<file path="config.mk">
export PLATFORM = sky130hd
export DESIGN_NAME = router_fifo
export DESIGN_NICKNAME = d
export VERILOG_FILES = /design/src/rtl/router_fifo.sv
export SDC_FILE = /design/constraint.sdc
export NUM_CORES = 1
export LEC_CHECK = 0
export ABC_CLOCK_PERIOD_IN_PS = 2800
export BUFFER_PORTS_ARGS = -buffer_cell sky130_fd_sc_hd__buf_2
export CORE_ASPECT_RATIO = 1.25
export CORE_UTILIZATION = 30
export DETAILED_ROUTE_END_ITERATION = 10
export MAX_ROUTING_LAYER = met4
export PLACE_DENSITY = 0.51
export SYNTH_ARGS = -nofsm -noshare
export SYNTH_HDL_FRONTEND = slang
export SYNTH_SLANG_ARGS = --single-unit
</file>
<file path="constraint.sdc">
create_clock -name clk -period 2.8 [get_ports clk]
set_input_delay 0.14 -clock clk [delete_from_list [all_inputs] [get_ports clk]]
set_output_delay 0.14 -clock clk [all_outputs]
set_load 0.01 [all_outputs]
</file>
<file path="src/rtl/router_fifo.sv">
// router_fifo: 16x9 packet FIFO for one router output port, tracking packet length on read.
// Define ROUTER_FIFO_TRISTATE_EN to park data_out at high impedance when idle.
module router_fifo (
  input  logic       clk,
  input  logic       resetn,
  input  logic       soft_reset,
  input  logic       write_enb,
  input  logic       read_enb,
  input  logic       lfd_state,
  input  logic [7:0] data_in,
  output logic [7:0] data_out,
  output logic       full,
  output logic       empty
);

  logic [8:0] mem_q [16];
  logic [4:0] wr_ptr_q;
  logic [4:0] rd_ptr_q;
  logic [6:0] cnt_q;
  logic [6:0] cnt_d;
  logic [7:0] data_out_q;
  logic       idle_q;
  logic       wr_acc;
  logic       rd_acc;
  logic [8:0] rd_entry;

  assign empty    = (wr_ptr_q == rd_ptr_q);
  assign full     = (wr_ptr_q[3:0] == rd_ptr_q[3:0]) && (wr_ptr_q[4] != rd_ptr_q[4]);
  assign wr_acc   = write_enb && !full;
  assign rd_acc   = read_enb && !empty;
  assign rd_entry = mem_q[rd_ptr_q[3:0]];

  // Idle is a separate flag so the parked value can be driven as Z on a shared bus.
`ifdef ROUTER_FIFO_TRISTATE_EN
  assign data_out = idle_q ? 8'hzz : data_out_q;
`else
  assign data_out = idle_q ? 8'h00 : data_out_q;
`endif

  // Header loads payload length plus one for the trailing parity byte.
  always_comb begin
    cnt_d = cnt_q;
    if (rd_acc) begin
      if (rd_entry[8]) begin
        cnt_d = {1'b0, rd_entry[7:2]} + 7'd1;
      end else if (cnt_q != 7'd0) begin
        cnt_d = cnt_q - 7'd1;
      end
    end
  end

  always_ff @(posedge clk) begin
    if (!resetn) begin
      wr_ptr_q   <= '0;
      rd_ptr_q   <= '0;
      cnt_q      <= '0;
      data_out_q <= 8'h00;
      idle_q     <= 1'b0;
      for (int i = 0; i < 16; i++) begin
        mem_q[i] <= '0;
      end
    end else if (soft_reset) begin
      wr_ptr_q   <= '0;
      rd_ptr_q   <= '0;
      cnt_q      <= '0;
      data_out_q <= 8'h00;
      idle_q     <= 1'b1;
    end else begin
      if (wr_acc) begin
        mem_q[wr_ptr_q[3:0]] <= {lfd_state, data_in};
        wr_ptr_q             <= wr_ptr_q + 5'd1;
      end
      if (rd_acc) begin
        data_out_q <= rd_entry[7:0];
        idle_q     <= 1'b0;
        rd_ptr_q   <= rd_ptr_q + 5'd1;
      end else if (cnt_q == 7'd0) begin
        data_out_q <= 8'h00;
        idle_q     <= 1'b1;
      end
      cnt_q <= cnt_d;
    end
  end

endmodule

</file>
# == Word-level counts from Yosys, hierarchy flattened ==
# Memories as Yosys holds them, arrays and structs flattened. A register that Yosys moved wholly into a read port is not among the register bits.
# Cells that the tools add are included.
# Widths: inputs -> output; s select.
# word_totals
latchBits,0
output_inout_bits,10
ram_bits,144
regBits,26
elab_cells,45
inputBits,14
romBits,0
memories,1
# mem_list
name,words,word_bits,rd,rd_clocked_by_memory_dff,write_ports,line,rtl
mem_q,16,9,1,1,16,16,logic [8:0] mem_q [16];
# classes
div,0
eq_ne,3
n_shift,0
mul,0
mux,18
addsub,4
n_reduce_logical,13
bitwise,1
magnitude_cmp,0
# ops
cell,count
$mux 8,3
$mux 7,2
$mux 4,3
$add 5x1->5 const B,2
$mux 1,9
$mux 9,1
$reduce_or 9->1,1
$add 6x1->7 const B,1
$logic_not 7->1,1
$reduce_bool 7->1,1
$sub 7x1->7 const B,1
$eq 5x5->1,1
$eq 4x4->1,1
$reduce_bool 2->1,2
$logic_and 1x1->1,3
$reduce_bool 3->1,1
$logic_not 1->1,2
$reduce_and 2->1,1
$reduce_or 2->1,1
$ne 1x1->1,1
$not 1->1,1

# == Logic depth before layout (Yosys ltp) ==
# Gate-level depths: netlist (run 1).
# depth
word_depth,10
depth_mapped,9

# == Worst setup path before layout (run 1) ==
# OpenSTA, ideal clock, no wires.
# synth_path
kind,reg-to-reg
start,register wr_ptr_q[3]
end,"memory mem_q[14][0], enable pin"
synth_period_minus_slack_ns,2.311
slack_ns,0.489
path_buffers,2
stages_incl_launch_ff,8
t_required_ns,2.413
t_arrival_ns,1.924
setup_time_ns,0.387
path_cell_list,dfxtp_1 -> buf_2 -> xnor2_1 -> nand4_1 -> o21a_1 -> buf_2 -> nand3_1 -> o21ai_0
# synth_rtl
item,line,rtl
from (decl),17,logic [4:0] wr_ptr_q;
from (signal assigned),71,wr_ptr_q <= wr_ptr_q + 5'd1;
to (decl),16,

==> flow_summary.ini, run 1 <==
[status]
status = finished clean

[sta]
whs_ns = 0.123
fmax_mhz = 392
rsz0062_at_grt = no
slew_headroom = 0.301
timing.setup.tns_ns = 0
fin_skew_ns = 0.0119
setup_viol = 0
post-route-period-util = 0.911
hold_viol = 0
drv_slew = 0
setup_slack_ns = 0.250
worst_slew_pin_slew_ns = 1.05
fin_crit_ns = 2.55

[routing]
vias = 4912
wl_per_cell_um = 20.1
drt_first_pass_iters = 5
via_per_inst = 4.93
drt_iter0_drc = 400
ant_nets = 0
routed_wirelength_mm = 20.1
drc = 0

[finish]
drive_gt1_frac = 0.209
multiInputGateArea_mm2 = 0.00294
stdcell_count = 997
fillCellCount = 2498
regArea_mm2 = 0.00493
diodes = 0
nNetsFinal = 665
syn2layout_area_growth_pct = 17.0

[cts]
clk_pin_slew_ns = 0.07
postCtsSetupRepairBufs = 0
ctsHoldBuffers = 1
post_cts_resized = 0
htreeDepth = 4
clock-sinks = 174
clockBufferDepth = 2
cts-root-buf = clkbuf_16
clock_latency_ns = 0.42
cts_tree = done
cts_buffers = 17

[synth]
ys_seq_area_frac = 0.612
ys_warn_count = 0
synth_cell_types = 44
synth_nets = 610
syn_avg_cell_area_um2 = 13.7
async_flop_share = 0
netlist_area_mm2 = 0.00804
synth_seq_cells = 174
synth-edff-count = 144
ys.flop_type = edfxtp_1
synthCells = 589

[min_path]
hold_class = in -> reg
hold_end = idle_q
min_from = resetn
whs_path_depth = 2

[power_and_ir_drop]
power_leakage_nw = 3.37
powerDensity_mw_per_mm2 = 596
finalPower_mw = 5.61
ir_drop_v = 0.000364

[place]
gp_congestion = 0.898
place.port_buffers = 23
dp.cells = 964
hpwl_mm = 14.0
post-place-ws_ns = 0.273

[global_route]
grt_max_degree = 37
antenna_found_initial = 0
grt_usage = 0.159
grt_pass1_vias = 5120
grt_pass1_wl_mm = 30.5
gr-total-overflow = 0

[job]
maxCapViolations = 0

[setup_path]
cp-end-kind = flip-flop
crit_arrival_ns = 2.68
critical-path-max-stage-delay_ns = 0.61
required_ns = 2.93
crit_path_start_kind = flip-flop
rrSetupSlack_ns = 0.25
worstPathMaxFanout = 9
critPathKind = reg -> reg
cp_slowest_cell = dfxtp_1
reg2reg_depth = 7
cp_cell_sequence = xnor2_1 > nand4_1 > o21a_1 > nand3_1 > nor3_1 > nand2b_1 > buf_4
timing.rr.end = mem_q[2][8]
reg2reg_from = wr_ptr_q[3]

[die]
row_count = 66
initial_utilization = 0.307
fp.dieH_um = 185
core-area_mm2 = 0.0262
die_area_mm2 = 0.0275
die_w_um = 148
boundaryPins = 24
==> per-layer routing <==
| layer | global-route usage | up-vias | routed length, um | part of all wire |
|---|---|---|---|---|
| li1 | - | 2273 | - | - |
| met1 | 0.180 | 2463 | 8160 | 0.41 |
| met2 | 0.272 | 148 | 10400 | 0.52 |
| met3 | 0.0303 | 28 | 884 | 0.044 |
| met4 | 0.0713 | 0 | 622 | 0.031 |
| met5 | - | - | 0 | 0 |
==> kinds of logic after synthesis <==
group / share of synthesized area
and+or+nand+nor: 0.179
DFF: 0.612
AOI/OAI and AO/OA: 0.0509
muxes: 0.107
buffers and inverters: 0.0222
xor gates and xnor gates: 0.0174
adders and majority gates: 0.0109
==> stage by stage <==
step | cell area [um2] | utilization
after floorplan | 8040 | -
after global placement | 8790 | 0.336
after detailed placement | 8790 | 0.336
after CTS | 9410 | 0.359
after global routing | 9410 | 0.359
final | 9410 | 0.359
==> placed cells by master, fill, tap and decap left out, types with 7 or more instances in the layout <==
cell type	n
and2_1	146
edfxtp_1	144
buf_4	40
mux4_2	37
nor2_1	36
dfxtp_1	29
buf_2	23
clkbuf_16	20
o21ai_0	19
nand2_1	18
a21oi_1	12
nor2b_1	11
a22oi_1	11
nand3_1	11
xnor2_1	9
nor3_1	8
xor2_1	7
nand2b_1	7
ha_1	7
==> worst max-delay path by stage <==
stage / depth (start not counted) / startpoint / slack, ns / to
after floorplan: 7 / wr_ptr_q[3] / 0.49 / mem_q[14][0]
after CTS: 7 / flip-flop / 0.25 / cnt_q[5]
final: 7 / wr_ptr_q[3] / 0.25 / mem_q[2][8]
after global placement: 6 / wr_ptr_q[2] / 0.31 / mem_q[10][8]
after detailed placement: 7 / flip-flop / 0.27 / cnt_q[5]
after global routing: 6 / wr_ptr_q[2] / 0.08 / mem_q[10][6]
==> synth_stat cells, drive strengths merged (5+ instances only) <==
cell type | count | area share
nand3 | 11 | 0.0068
a221oi | 5 | 0.0062
nand4 | 5 | 0.0039
ha | 7 | 0.011
nor2 | 36 | 0.017
nor2b | 11 | 0.0086
dfxtp | 30 | 0.075
nor3 | 8 | 0.0050
inv | 5 | 0.0023
buf | 12 | 0.011
nand2b | 7 | 0.0054
clkbuf | 19 | 0.0089
o21ai | 23 | 0.014
xor2 | 7 | 0.0076
and2 | 146 | 0.11
edfxtp | 144 | 0.54
mux4 | 38 | 0.11
xnor2 | 9 | 0.0098
a22oi | 11 | 0.010
nand2 | 18 | 0.0084
a21oi | 12 | 0.0075
==> flip-flops by register name (all words and copies together) (netlist names), named ones only <==
name        cells
mem_q         144
idle_q          1
cnt_q           7
wr_ptr_q        5
rd_ptr_q        5
data_out_q      8
==> critical path: cells and delay by family, from the launching register on <==
| kind | cells | cell delay, ns |
|---|---|---|
| simple gates | 4 | 1.07 |
| flops | 1 | 0.61 |
| compound gates | 1 | 0.26 |
| buf+inv | 1 | 0.20 |
| xor+xnor | 1 | 0.12 |
==> report_power, final <==
part / leakage [nW] / total (mW) / internal [mW] / switching, mW
clock: 0.303 / 2.42 / 1.42 / 1.00
sequential: 1.73 / 2.90 / 2.87 / 0.0284
combinational: 1.33 / 0.294 / 0.107 / 0.187
==> final cells by class <==
class / count / area share
Clock buffer: 22 / 0.0550
Multi-Input combinational cell: 379 / 0.312
Inverter: 5 / 0.00199
Sequential cell: 174 / 0.523
Tap cell: 340 / 0.0452
Clock inverter: 10 / 0.0102
Timing Repair Buffer: 67 / 0.0516
No activity file was read; power rests on OpenSTA's default activity.
==> run 2, diff against run 1 <==
--- a/config.mk
+++ b/config.mk
@@ -12,6 +12,7 @@
 export DETAILED_ROUTE_END_ITERATION = 10
 export MAX_ROUTING_LAYER = met4
 export PLACE_DENSITY = 0.51
+export SETUP_SLACK_MARGIN = 0.5
 export SYNTH_ARGS = -nofsm -noshare
 export SYNTH_HDL_FRONTEND = slang
 export SYNTH_SLANG_ARGS = --single-unit
==> run 2 against run 1 <==
Against the previous run: register-to-register slack better by 0.12 ns; core utilization up 1.5 points; final cell count up 2.0%; highest routed layer unchanged; via count up 2.1%; largest power group unchanged; largest cell class unchanged; die area unchanged.
==> flow_summary.ini, run 2 (synthesized netlist as in run 1, its figures left out) <==
[finish]
largest-register = mem_q
diodes = 0
nNetsFinal = 685
syn2layout_area_growth_pct = 21.8
layout_commonest_cell = and2_1
drive_gt1_frac = 0.279
mostFrequentLayoutCells = and2_1 (145), edfxtp_1 (144), buf_4 (54)
reg.largest.list = mem_q: 144 flops, data_out_q: 8 flops, cnt_q: 7 flops
largest_reg_flops = 144

[sta]
whs_ns = 0.123
fmax_mhz = 412
post-route-period-util = 0.866
worst_slew_pin_slew_ns = 1.06
fin_skew_ns = 0.00808
timing.setup.tns_ns = 0
fin_crit_ns = 2.43
hold_viol = 0
drv_slew = 0
setup_slack_ns = 0.375
slew_headroom = 0.294
setup_viol = 0
rsz0062_at_grt = yes

[power_and_ir_drop]
ir_drop_v = 0.000369
powerDensity_mw_per_mm2 = 576
power_leakage_nw = 3.52

[die]
die_w_um = 148
initial_utilization = 0.307
fp.dieH_um = 185
boundaryPins = 24
core-area_mm2 = 0.0262
die_area_mm2 = 0.0275
row_count = 66

[place]
hpwl_mm = 14.0
post-place-ws_ns = 0.273
place.port_buffers = 23
gp_congestion = 0.898

[routing]
drc = 0
drt_iter0_drc = 425
wl_per_cell_um = 20.4
via_per_inst = 4.93
drt_first_pass_iters = 5
routed_wirelength_mm = 20.8
ant_nets = 0
vias = 5017

[status]
status = finished clean

[cts]
cts_buffers = 17
clock-sinks = 174
htreeDepth = 4
clockBufferDepth = 2
cts-root-buf = clkbuf_16
clk_pin_slew_ns = 0.07
clock_latency_ns = 0.42
cts_tree = done

[setup_path]
crit_path_start_kind = flip-flop
cp-end-kind = flip-flop
crit_arrival_ns = 2.74
required_ns = 3.11
critPathKind = reg -> reg
worstPathMaxFanout = 5

[global_route]
gr-total-overflow = 0
grt_pass1_wl_mm = 31.7
grt_max_degree = 37
antenna_found_initial = 0
grt_usage = 0.164
grt_pass1_vias = 5252

[min_path]
min_from = resetn
hold_class = in -> reg

[job]
maxCapViolations = 0
==> run 2: metrics by stage <==
stage / area [um2] / power, mW / util / std cells
after floorplan: 8040 / 3.11 / - / 589
after global placement: 8790 / 3.25 / 0.336 / 964
after detailed placement: 8790 / 3.26 / 0.336 / 964
after CTS: 9730 / 5.69 / 0.372 / 1014
after global routing: 9800 / 5.82 / 0.374 / 1017
final: 9800 / 5.65 / 0.374 / 1017
==> run 2: layout make-up <==
class	count	area, um2
Clock buffer	22	518
Clock inverter	10	96.3
Fill cell	2461	16400
Inverter	5	18.8
Multi-Input combinational cell	379	3070
Sequential cell	174	4940
Tap cell	340	425
Timing Repair Buffer	87	733
==> run 2: critical path, cell delays in order (launching register included) <==
cell and delay [ns]:
dfxtp_4 0.45, buf_12 0.13, buf_16 0.11, mux4_2 0.52, a22oi_2 0.25, nand2_2 0.10, and3_4 0.16, or3_4 0.33
a221oi_2 0.28
==> run 2: layer usage <==
metal / track usage / up-vias / share of wire
met2: 0.288 / 127 / 0.53
met1: 0.192 / 2552 / 0.42
met5: - / - / 0
li1: - / 2318 / -
met4: 0.0520 / 0 / 0.015
met3: 0.0249 / 20 / 0.033
==> run 2: what timing repair did <==
| action | in CTS | in global routing |
|---|---|---|
| gates cloned | 3 | 0 |
| endpoints found under the hold margin | 1 | 0 |
| buffers inserted | 14 | 3 |
| resized for setup | 28 | 13 |
| pin swaps | 12 | 7 |
| hold buffers | 1 | 0 |
| endpoints found under the setup margin | 186 | 211 |
==> run 2: path summary, 6_finish.rpt <==
check                                      to  slack [ns]  cells past startpoint
worst min register to register  data_out_q[0]        0.46                      2
worst max register to register       cnt_q[5]        0.37                      8
worst min-delay path                   idle_q        0.12                      2
worst max-delay path                 cnt_q[5]        0.37                      8
==> run 2: power breakdown <==
part           leakage [nW]  total, mW  internal, mW  switching (mW)
clock network         0.303       2.42          1.42            1.00
registers              1.73       2.90          2.87          0.0297
logic                  1.48      0.330         0.131           0.199
